$ cat config.mk
export PLATFORM = sky130hd
export DESIGN_NAME = syn_fifo_prog
export DESIGN_NICKNAME = d
export VERILOG_FILES = /design/src/rtl/syn_fifo_prog.sv
export SDC_FILE = /design/constraint.sdc
export NUM_CORES = 1
export LEC_CHECK = 0
export ABC_AREA = 1
export CORE_MARGIN = 2
export CORE_UTILIZATION = 57
export CTS_CLUSTER_SIZE = 16
export DETAILED_ROUTE_END_ITERATION = 7
export DONT_BUFFER_PORTS = 1
export PLACE_DENSITY = 0.81
export SLEW_MARGIN = 40
export SYNTH_ARGS = -nofsm -noshare
export SYNTH_HDL_FRONTEND = slang
export SYNTH_SLANG_ARGS = --single-unit
$ cat constraint.sdc
create_clock -name clk -period 2.4 [get_ports clk]
set_input_delay 0.48 -clock clk [delete_from_list [all_inputs] [get_ports clk]]
set_output_delay 0.48 -clock clk [all_outputs]
set_load 0.01 [all_outputs]
$ cat src/rtl/syn_fifo_prog.sv
// syn_fifo_prog: single-clock FIFO with a live fill count, programmable
// almost-full / almost-empty thresholds and registered overflow / underflow
// pulses.
// Build option: define SYN_FIFO_FWFT_EN for first-word-fall-through output;
// without it, data_out is registered and updates one cycle after a pop.
module syn_fifo_prog #(
  parameter int unsigned DATA_W   = 8,
  parameter int unsigned DEPTH    = 16,
  parameter int unsigned AW       = $clog2(DEPTH),
  parameter int unsigned AF_LEVEL = DEPTH - 2,
  parameter int unsigned AE_LEVEL = 2
) (
  input  logic              clk,
  input  logic              reset,
  input  logic              write_en,
  input  logic              read_en,
  input  logic [DATA_W-1:0] data_in,
  output logic [DATA_W-1:0] data_out,
  output logic              full,
  output logic              empty,
  output logic              almost_full,
  output logic              almost_empty,
  output logic [AW:0]       count,
  output logic              overflow,
  output logic              underflow
);

  localparam logic [AW:0] DepthC = (AW + 1)'(DEPTH);
  localparam logic [AW:0] AfLvl  = (AW + 1)'(AF_LEVEL);
  localparam logic [AW:0] AeLvl  = (AW + 1)'(AE_LEVEL);
  localparam logic [AW:0] One    = {{AW{1'b0}}, 1'b1};

  logic [DATA_W-1:0] mem [DEPTH];

  logic [AW:0] wr_ptr_q, wr_ptr_d;
  logic [AW:0] rd_ptr_q, rd_ptr_d;
  logic [AW:0] count_q, count_d;
  logic        overflow_q, overflow_d;
  logic        underflow_q, underflow_d;
  logic        push, pop;

  // Flag decodes of the registered count; acceptance uses these pre-edge values.
  always_comb begin
    full         = (count_q == DepthC);
    empty        = (count_q == '0);
    almost_full  = (count_q >= AfLvl);
    almost_empty = (count_q <= AeLvl);
    count        = count_q;
    overflow     = overflow_q;
    underflow    = underflow_q;
  end

  // Accept / reject requests and compute next pointers, count and error pulses.
  always_comb begin
    push        = write_en & ~full;
    pop         = read_en & ~empty;
    wr_ptr_d    = wr_ptr_q;
    rd_ptr_d    = rd_ptr_q;
    count_d     = count_q;
    overflow_d  = write_en & full;
    underflow_d = read_en & empty;
    if (push) begin
      wr_ptr_d = wr_ptr_q + One;
    end
    if (pop) begin
      rd_ptr_d = rd_ptr_q + One;
    end
    if (push && !pop) begin
      count_d = count_q + One;
    end else if (pop && !push) begin
      count_d = count_q - One;
    end
  end

  // Control state, cleared asynchronously.
  always_ff @(posedge clk or negedge reset) begin
    if (!reset) begin
      wr_ptr_q    <= '0;
      rd_ptr_q    <= '0;
      count_q     <= '0;
      overflow_q  <= 1'b0;
      underflow_q <= 1'b0;
    end else begin
      wr_ptr_q    <= wr_ptr_d;
      rd_ptr_q    <= rd_ptr_d;
      count_q     <= count_d;
      overflow_q  <= overflow_d;
      underflow_q <= underflow_d;
    end
  end

  // Storage array; deliberately not reset.
  always_ff @(posedge clk) begin
    if (push) begin
      mem[wr_ptr_q[AW-1:0]] <= data_in;
    end
  end

`ifdef SYN_FIFO_FWFT_EN
  // Head word shown combinationally; read_en acknowledges it.
  always_comb begin
    data_out = '0;
    if (!empty) begin
      data_out = mem[rd_ptr_q[AW-1:0]];
    end
  end
`else
  logic [DATA_W-1:0] dout_q, dout_d;

  // Registered read: capture the head word on an accepted pop, else hold.
  always_comb begin
    dout_d = dout_q;
    if (pop) begin
      dout_d = mem[rd_ptr_q[AW-1:0]];
    end
  end

  // Output register, cleared with the rest of the control state.
  always_ff @(posedge clk or negedge reset) begin
    if (!reset) begin
      dout_q <= '0;
    end else begin
      dout_q <= dout_d;
    end
  end

  assign data_out = dout_q;
`endif

endmodule
==> results of run 1 <==
[final timing paths]
path,startpoint,endpoint,slack [ns],cells past startpoint
max,count[3]$_DFFE_PN0P_,count[4]$_DFFE_PN0P_,0.19,13
min,reset,count[0]$_DFFE_PN0P_,0.02,1
max reg2reg,count[3]$_DFFE_PN0P_,count[4]$_DFFE_PN0P_,0.19,13
min reg2reg,wr_ptr_q[3]$_DFFE_PN0P_,wr_ptr_q[3]$_DFFE_PN0P_,0.55,1
max in group asynchronous,reset,rd_ptr_q[0]$_DFFE_PN0P_,2.02,1
min in group clk,data_in[5],mem[9][5]$_DFFE_PP_,0.15,0
[registers in the layout (all words and copies together), names as in the netlist]
register   count
data_out       8
rd_ptr_q       4
mem          128
underflow      1
count          5
wr_ptr_q       4
overflow       1
[layout by cell type, fill, tap and decap left out, drive strengths merged]
cell type / count
a21oi: 3
ha: 9
fa: 1
clkinvlp: 3
a31oi: 1
nor2: 26
clkinv: 8
nand2: 214
clkbuf: 19
bufinv: 2
xnor2: 1
nand3: 99
dfrtp: 23
buf: 16
nand4: 2
a21boi: 1
xor2: 8
o21ai: 5
inv: 119
edfxtp: 128
[per-layer routing]
metal	wire length, um	vias up	global-route usage, %
met5	0	-	0
met4	297	0	8.374
met3	1035	31	5.356
met2	6960	186	38.72
met1	5688	2140	31.77
li1	-	2149	-
[cell type report]
class                           instances  area (sq um)  share of cell area (%)
Sequential cell                       151          4422                   59.46
Multi-Input combinational cell        370          1682                   22.61
Inverter                              119         446.7                   6.007
Clock buffer                           19         432.9                   5.822
Tap cell                              143         178.9                   2.406
Timing Repair Buffer                   16         142.6                   1.918
Clock inverter                         13         131.4                   1.767
[through the flow]
step	total power, uW	util (%)	hold WS (ns)	instance area, sq um
4_1_cts	8961	64.81	0.1409	7432
5_1_grt	9501	64.84	0.05732	7436
3_5_place_dp	6410	59.80	0.1848	6858
6_report	8986	64.84	0.01865	7436
2_1_floorplan	5734	-	0.1844	6735
3_3_place_gp	6304	59.80	0.1850	6858
[power by group]
group          leakage (uW)  internal [uW]  switching (uW)
sequential          0.00143           3270             258
clock              0.000268           1520             994
combinational       0.00162            921            2020
total               0.00332           5710            3270
[logic make-up (layout without fill, tap and decap cells)]
family          Yosys count  count (layout)  synth area share, %
fa+ha+maj                10              10                1.969
simple gates            341             341                20.92
buf+inv                 146             167                9.530
flops                   151             151                65.61
compound gates           10              10               0.7988
xor+xnor                  9               9                1.170
[timing repair]
item                                    4_1_cts  5_1_grt
hold buffers                                  1        0
endpoints found under the hold margin        23        0
resized for setup                             0        5
endpoints found under the setup margin        0        2
[worst register-to-register path, delay by kind of cell (launching register included)]
kind            cells  cell delay (ns)
xor+xnor            1             0.15
flops               1             0.38
buf+inv             2             0.23
compound gates      1             0.14
fa+ha+maj           2             0.51
simple gates        7             0.73
==> summary.txt, run 1 <==
STA
  • Final Cycle Share: 92.06%
  • Final setup fails: 0
  • Setup slack after layout: 0.1907 ns
  • Setup tns final: 0 ns
  • Slew Viols, Final: 0
  • RSZ-0062 raised after global routing: false
  • Tmin final: 2.209 ns
  • Fmax: 0.4526 GHz
  • Setup Skew: 0.009736 ns
  • Slew margin rel.: 50.97%
  • Final Hold Viols: 0
  • Worst-margin pin slew: 0.7328 ns

Worst setup path
  • Crit Path Class: reg2reg
  • Largest delay share family, worst path: simple AND/OR/NAND/NOR gates
  • Cell mode on critical path: nand2_1
  • Critical-path top delay cell: dfrtp_1
  • Worst path arrival time: 2.57 ns
  • CP max FO: 6
  • Startpoint Class: flop
  • CP max stage delay: 0.38 ns
  • Crit. End Element: flop
  • Crit-path cells: nor2_2 > nand4_1 > nand2_1 > inv_2 > ha_1 > inv_1 > ha_1 > a21oi_1 > nor2_1 > nor2_1 > xor2_1 > nand2_1 > nand2_1
  • CP bufs+invs: 2
  • Worst path required time: 2.76 ns

Clock tree
  • Clock root cell: clkbuf_16
  • Depth of the CTS H-tree: 4
  • Post CTS Setup Buffer Count: 0
  • CTS max path bufs: 2
  • Worst skew pair latency: 0.42 ns
  • CTS tree: built
  • CTS Buf Count: 17
  • TritonCTS Sinks: 151
  • Clock slew at reported path FFs: 0.06 ns

Placed design
  • Placer Congestion: 0.9616
  • Dpl hpwl: 8860 um
  • Placement Setup Slack: 0.1308 ns
  • IO buf count: 0
  • Placed cells: 798

Logic synthesis
  • Synth area leaders: edfxtp_1, nand2_1, dfrtp_1
  • Synth top cells by count: nand2_1, edfxtp_1, inv_1
  • Post-Syn Nets: 689
  • Syn Area/Cell: 10.10 sq um
  • Synthesized area: 6735 sq um
  • Most common flop cell mapped by yosys: edfxtp_1
  • Cell with the most instances after synthesis: nand2_1
  • Synth warnings: 0
  • Post-synth top area share: 57.07%
  • Post-synth EDFFs: 128
  • Seq/Total Area, Yosys: 65.61%
  • Yosys reg bits: 151
  • Distinct cells, synth: 21
  • Post-synth top area cell: edfxtp_1
  • Synth async-reset ratio: 15.23%
  • Cell count after synthesis: 667

Route
  • Detail Route Antenna Nets: 0
  • First-pass iteration count of the detailed router: 8
  • Drc violations: 0
  • Initial DRC Count: 366
  • Wire length per cell: 16.83 um
  • Vias per cell: 5.422
  • Via count: 4506
  • Drt total wl: 13980 um

Status
  • Status: complete, no violations

Cells and area
  • Fillers: 798
  • Area delta synth->final: 10.40%
  • Final non-filler cell total: 831
  • Nets: 697
  • Layout cell share with drive strength beyond 1: 7.413%
  • Number of antenna diodes: 0

Global routing
  • Antenna violations before repair: 0
  • GRT Residual Overflow: 0
  • Pin count of the biggest net entering global routing: 67
  • First-pass GRT wire length: 22540 um
  • Overall Global Routing Usage: 23.72%
  • Vias in the first global route: 4387

Floorplan
  • Die area: 12700 sq um
  • Core Area: 11470 sq um
  • Die Y: 112.7 um
  • Site row count: 39
  • Die W: 112.7 um
  • I/O pin total: 31
  • Initial Util: 58.73%

Power
  • PwrDens: 1208 nW/um^2
  • Max VDD drop: 0.001028 V
  • Leakage power: 0.003321 uW

Hold path
  • Hold Crit Class: in2async

Job
  • Maxcap violations: 0
No activity file was read; power rests on OpenSTA's default activity.
==> inputs of run 2 (changes only) <==
--- a/config.mk
+++ b/config.mk
@@ -8,6 +8,7 @@
 export ABC_AREA = 1
 export CORE_MARGIN = 2
 export CORE_UTILIZATION = 57
+export CTS_CLUSTER_DIAMETER = 200
 export CTS_CLUSTER_SIZE = 16
 export DETAILED_ROUTE_END_ITERATION = 7
 export DONT_BUFFER_PORTS = 1
==> results of run 2 <==
No change in the layout: final DEF, timing and power equal those of run 1.
==> inputs of run 3 (changes only) <==
--- a/config.mk
+++ b/config.mk
@@ -6,7 +6,6 @@
 export NUM_CORES = 1
 export LEC_CHECK = 0
 export ABC_AREA = 1
-export CORE_MARGIN = 2
 export CORE_UTILIZATION = 57
 export CTS_CLUSTER_DIAMETER = 200
 export CTS_CLUSTER_SIZE = 16
==> run 3 against run 2 <==
Clock skew about the same; routed wire length increased by 0.70%; design area is 0.30% lower; critical path depth is 1 lower; worst hold slack improved by 0.0025 ns; worst setup slack worse by 0.013 ns; combinational power rose by 2%; largest cell class unchanged.
==> summary.txt, run 3 (synthesized netlist as in run 1, its figures left out) <==
Cells and area
  • Max reg flops: 128
  • Design area: 7413 sq um
  • Final non-filler cell total: 832
  • Fillers: 834
  • Area delta synth->final: 10.07%
  • Nets: 698
  • Final design utilization: 64.65%
  • Most frequent cells in the layout: nand2_1, edfxtp_1, inv_1
  • Area of the multi-input gates: 1677 sq um
  • Number of antenna diodes: 0
  • Layout cell share with drive strength beyond 1: 7.112%
  • Most common cell after layout, fill and taps aside: nand2_1
  • Reg area: 4420 sq um

Power
  • PwrDens: 1205 nW/um^2
  • Seq pwr share: 39.5%
  • Sw frac: 37.15%
  • Comb power frac: 33.4%
  • Leakage power: 0.003310 uW
  • P_sw: 3319 uW
  • Internal power: 5614 uW
  • Max VDD drop: 0.0007212 V
  • Clock share of power: 27.0%

Status
  • Status: complete, no violations

STA
  • Setup Skew: 0.009273 ns
  • Setup slack after layout: 0.1781 ns
  • Final setup fails: 0
  • Tmin final: 2.222 ns
  • Slew Viols, Final: 0
  • Fmax: 0.4501 GHz
  • Setup tns final: 0 ns
  • Slew margin rel.: 48.05%
  • RSZ-0062 raised after global routing: false
  • Worst-margin pin slew: 0.7764 ns
  • Final Hold Viols: 0
  • Final Cycle Share: 92.58%

Clock tree
  • Clock root cell: clkbuf_16
  • TritonCTS Sinks: 151
  • CTS max path bufs: 2
  • Depth of the CTS H-tree: 4
  • CTS tree: built
  • Clock slew at reported path FFs: 0.06 ns
  • Worst skew pair latency: 0.42 ns
  • CTS Buf Count: 17

Worst setup path
  • Crit. End Element: flop
  • CP max FO: 5
  • Crit Path Class: reg2reg
  • Worst path required time: 2.76 ns
  • Startpoint Class: flop
  • Worst path arrival time: 2.59 ns

Floorplan
  • Die Y: 110.7 um
  • Die area: 12250 sq um
  • Core Area: 11470 sq um
  • Initial Util: 58.73%
  • I/O pin total: 31
  • Site row count: 39
  • Die W: 110.7 um

Route
  • Drt total wl: 14080 um
  • Wire length per cell: 16.92 um
  • Detail Route Antenna Nets: 0
  • Via count: 4486
  • Vias per cell: 5.392
  • First-pass iteration count of the detailed router: 5
  • Drc violations: 0
  • Initial DRC Count: 425

Placed design
  • Dpl hpwl: 9090 um
  • Placement Setup Slack: 0.1382 ns
  • Placed cell area: 6865 sq um
  • Placed cells: 799
  • Placer Congestion: 0.8949
  • IO buf count: 0

Job
  • Maxcap violations: 0

Global routing
  • Vias in the first global route: 4349
  • Antenna violations before repair: 0
  • Overall Global Routing Usage: 24.78%
  • GRT Residual Overflow: 0
  • Pin count of the biggest net entering global routing: 51
  • First-pass GRT wire length: 22490 um

Hold path
  • Hold Crit Class: in2async
==> run 3: per-layer routing <==
metal / vias to the layer above / track usage, % / wire (um)
met2: 211 / 40.29 / 6953
li1: 2149 / - / -
met5: - / 0 / 0
met4: 0 / 9.156 / 280
met1: 2103 / 32.02 / 5712
met3: 23 / 6.834 / 1134
==> run 3: what timing repair did <==
action,CTS,global route
buffers inserted,0,0
resized for setup,0,2
setup endpoints to repair,0,2
hold endpoints to repair,23,0
hold buffers,1,0
==> run 3: per-stage QoR <==
stage	total power, uW	hold WS [ns]
after detailed placement	6469	0.1847
final	8933	0.02118
after floorplan	5734	0.1844
after CTS	8895	0.1400
after global placement	6306	0.1849
after global routing	9397	0.03575
==> run 3: final cells by class <==
class,count,area share [%]
Clock buffer,19,5.840
Sequential cell,151,59.63
Multi-Input combinational cell,370,22.62
Tap cell,143,2.414
Clock inverter,13,1.451
Inverter,119,6.025
Timing Repair Buffer,17,2.025
==> run 3: worst max-delay path, cell delays in order, from the launching register on <==
cell	delay [ns]
dfrtp_1	0.45
inv_1	0.12
nand4_1	0.16
nand2_1	0.13
ha_1	0.19
inv_1	0.10
fa_1	0.41
a21oi_1	0.17
nor2_1	0.05
nor2_1	0.11
xor2_1	0.15
nand2_1	0.06
nand2_1	0.05
==> run 3: final timing paths <==
| check | from | to | slack, ns | depth (start not counted) |
|---|---|---|---|---|
| setup reg to reg | count[4]$_DFFE_PN0P_ | count[4]$_DFFE_PN0P_ | 0.18 | 12 |
| min in group clk | data_in[6] | mem[13][6]$_DFFE_PP_ | 0.15 | 0 |
| setup / recovery | count[4]$_DFFE_PN0P_ | count[4]$_DFFE_PN0P_ | 0.18 | 12 |
| max in group asynchronous | reset | rd_ptr_q[0]$_DFFE_PN0P_ | 2.00 | 1 |
| hold / removal | reset | count[2]$_DFFE_PN0P_ | 0.02 | 1 |
| hold reg to reg | wr_ptr_q[3]$_DFFE_PN0P_ | wr_ptr_q[3]$_DFFE_PN0P_ | 0.55 | 1 |
==> run 3: power groups by stage <==
| stage | clock, uW | combinational [uW] | sequential (uW) |
|---|---|---|---|
| global route | 2540 | 3280 | 3570 |
| finish | 2420 | 2990 | 3530 |
| CTS | 2430 | 2940 | 3530 |
| global placement | 0 | 2750 | 3560 |
| detailed placement | 0 | 2890 | 3580 |
| floorplan | 0 | 2200 | 3540 |
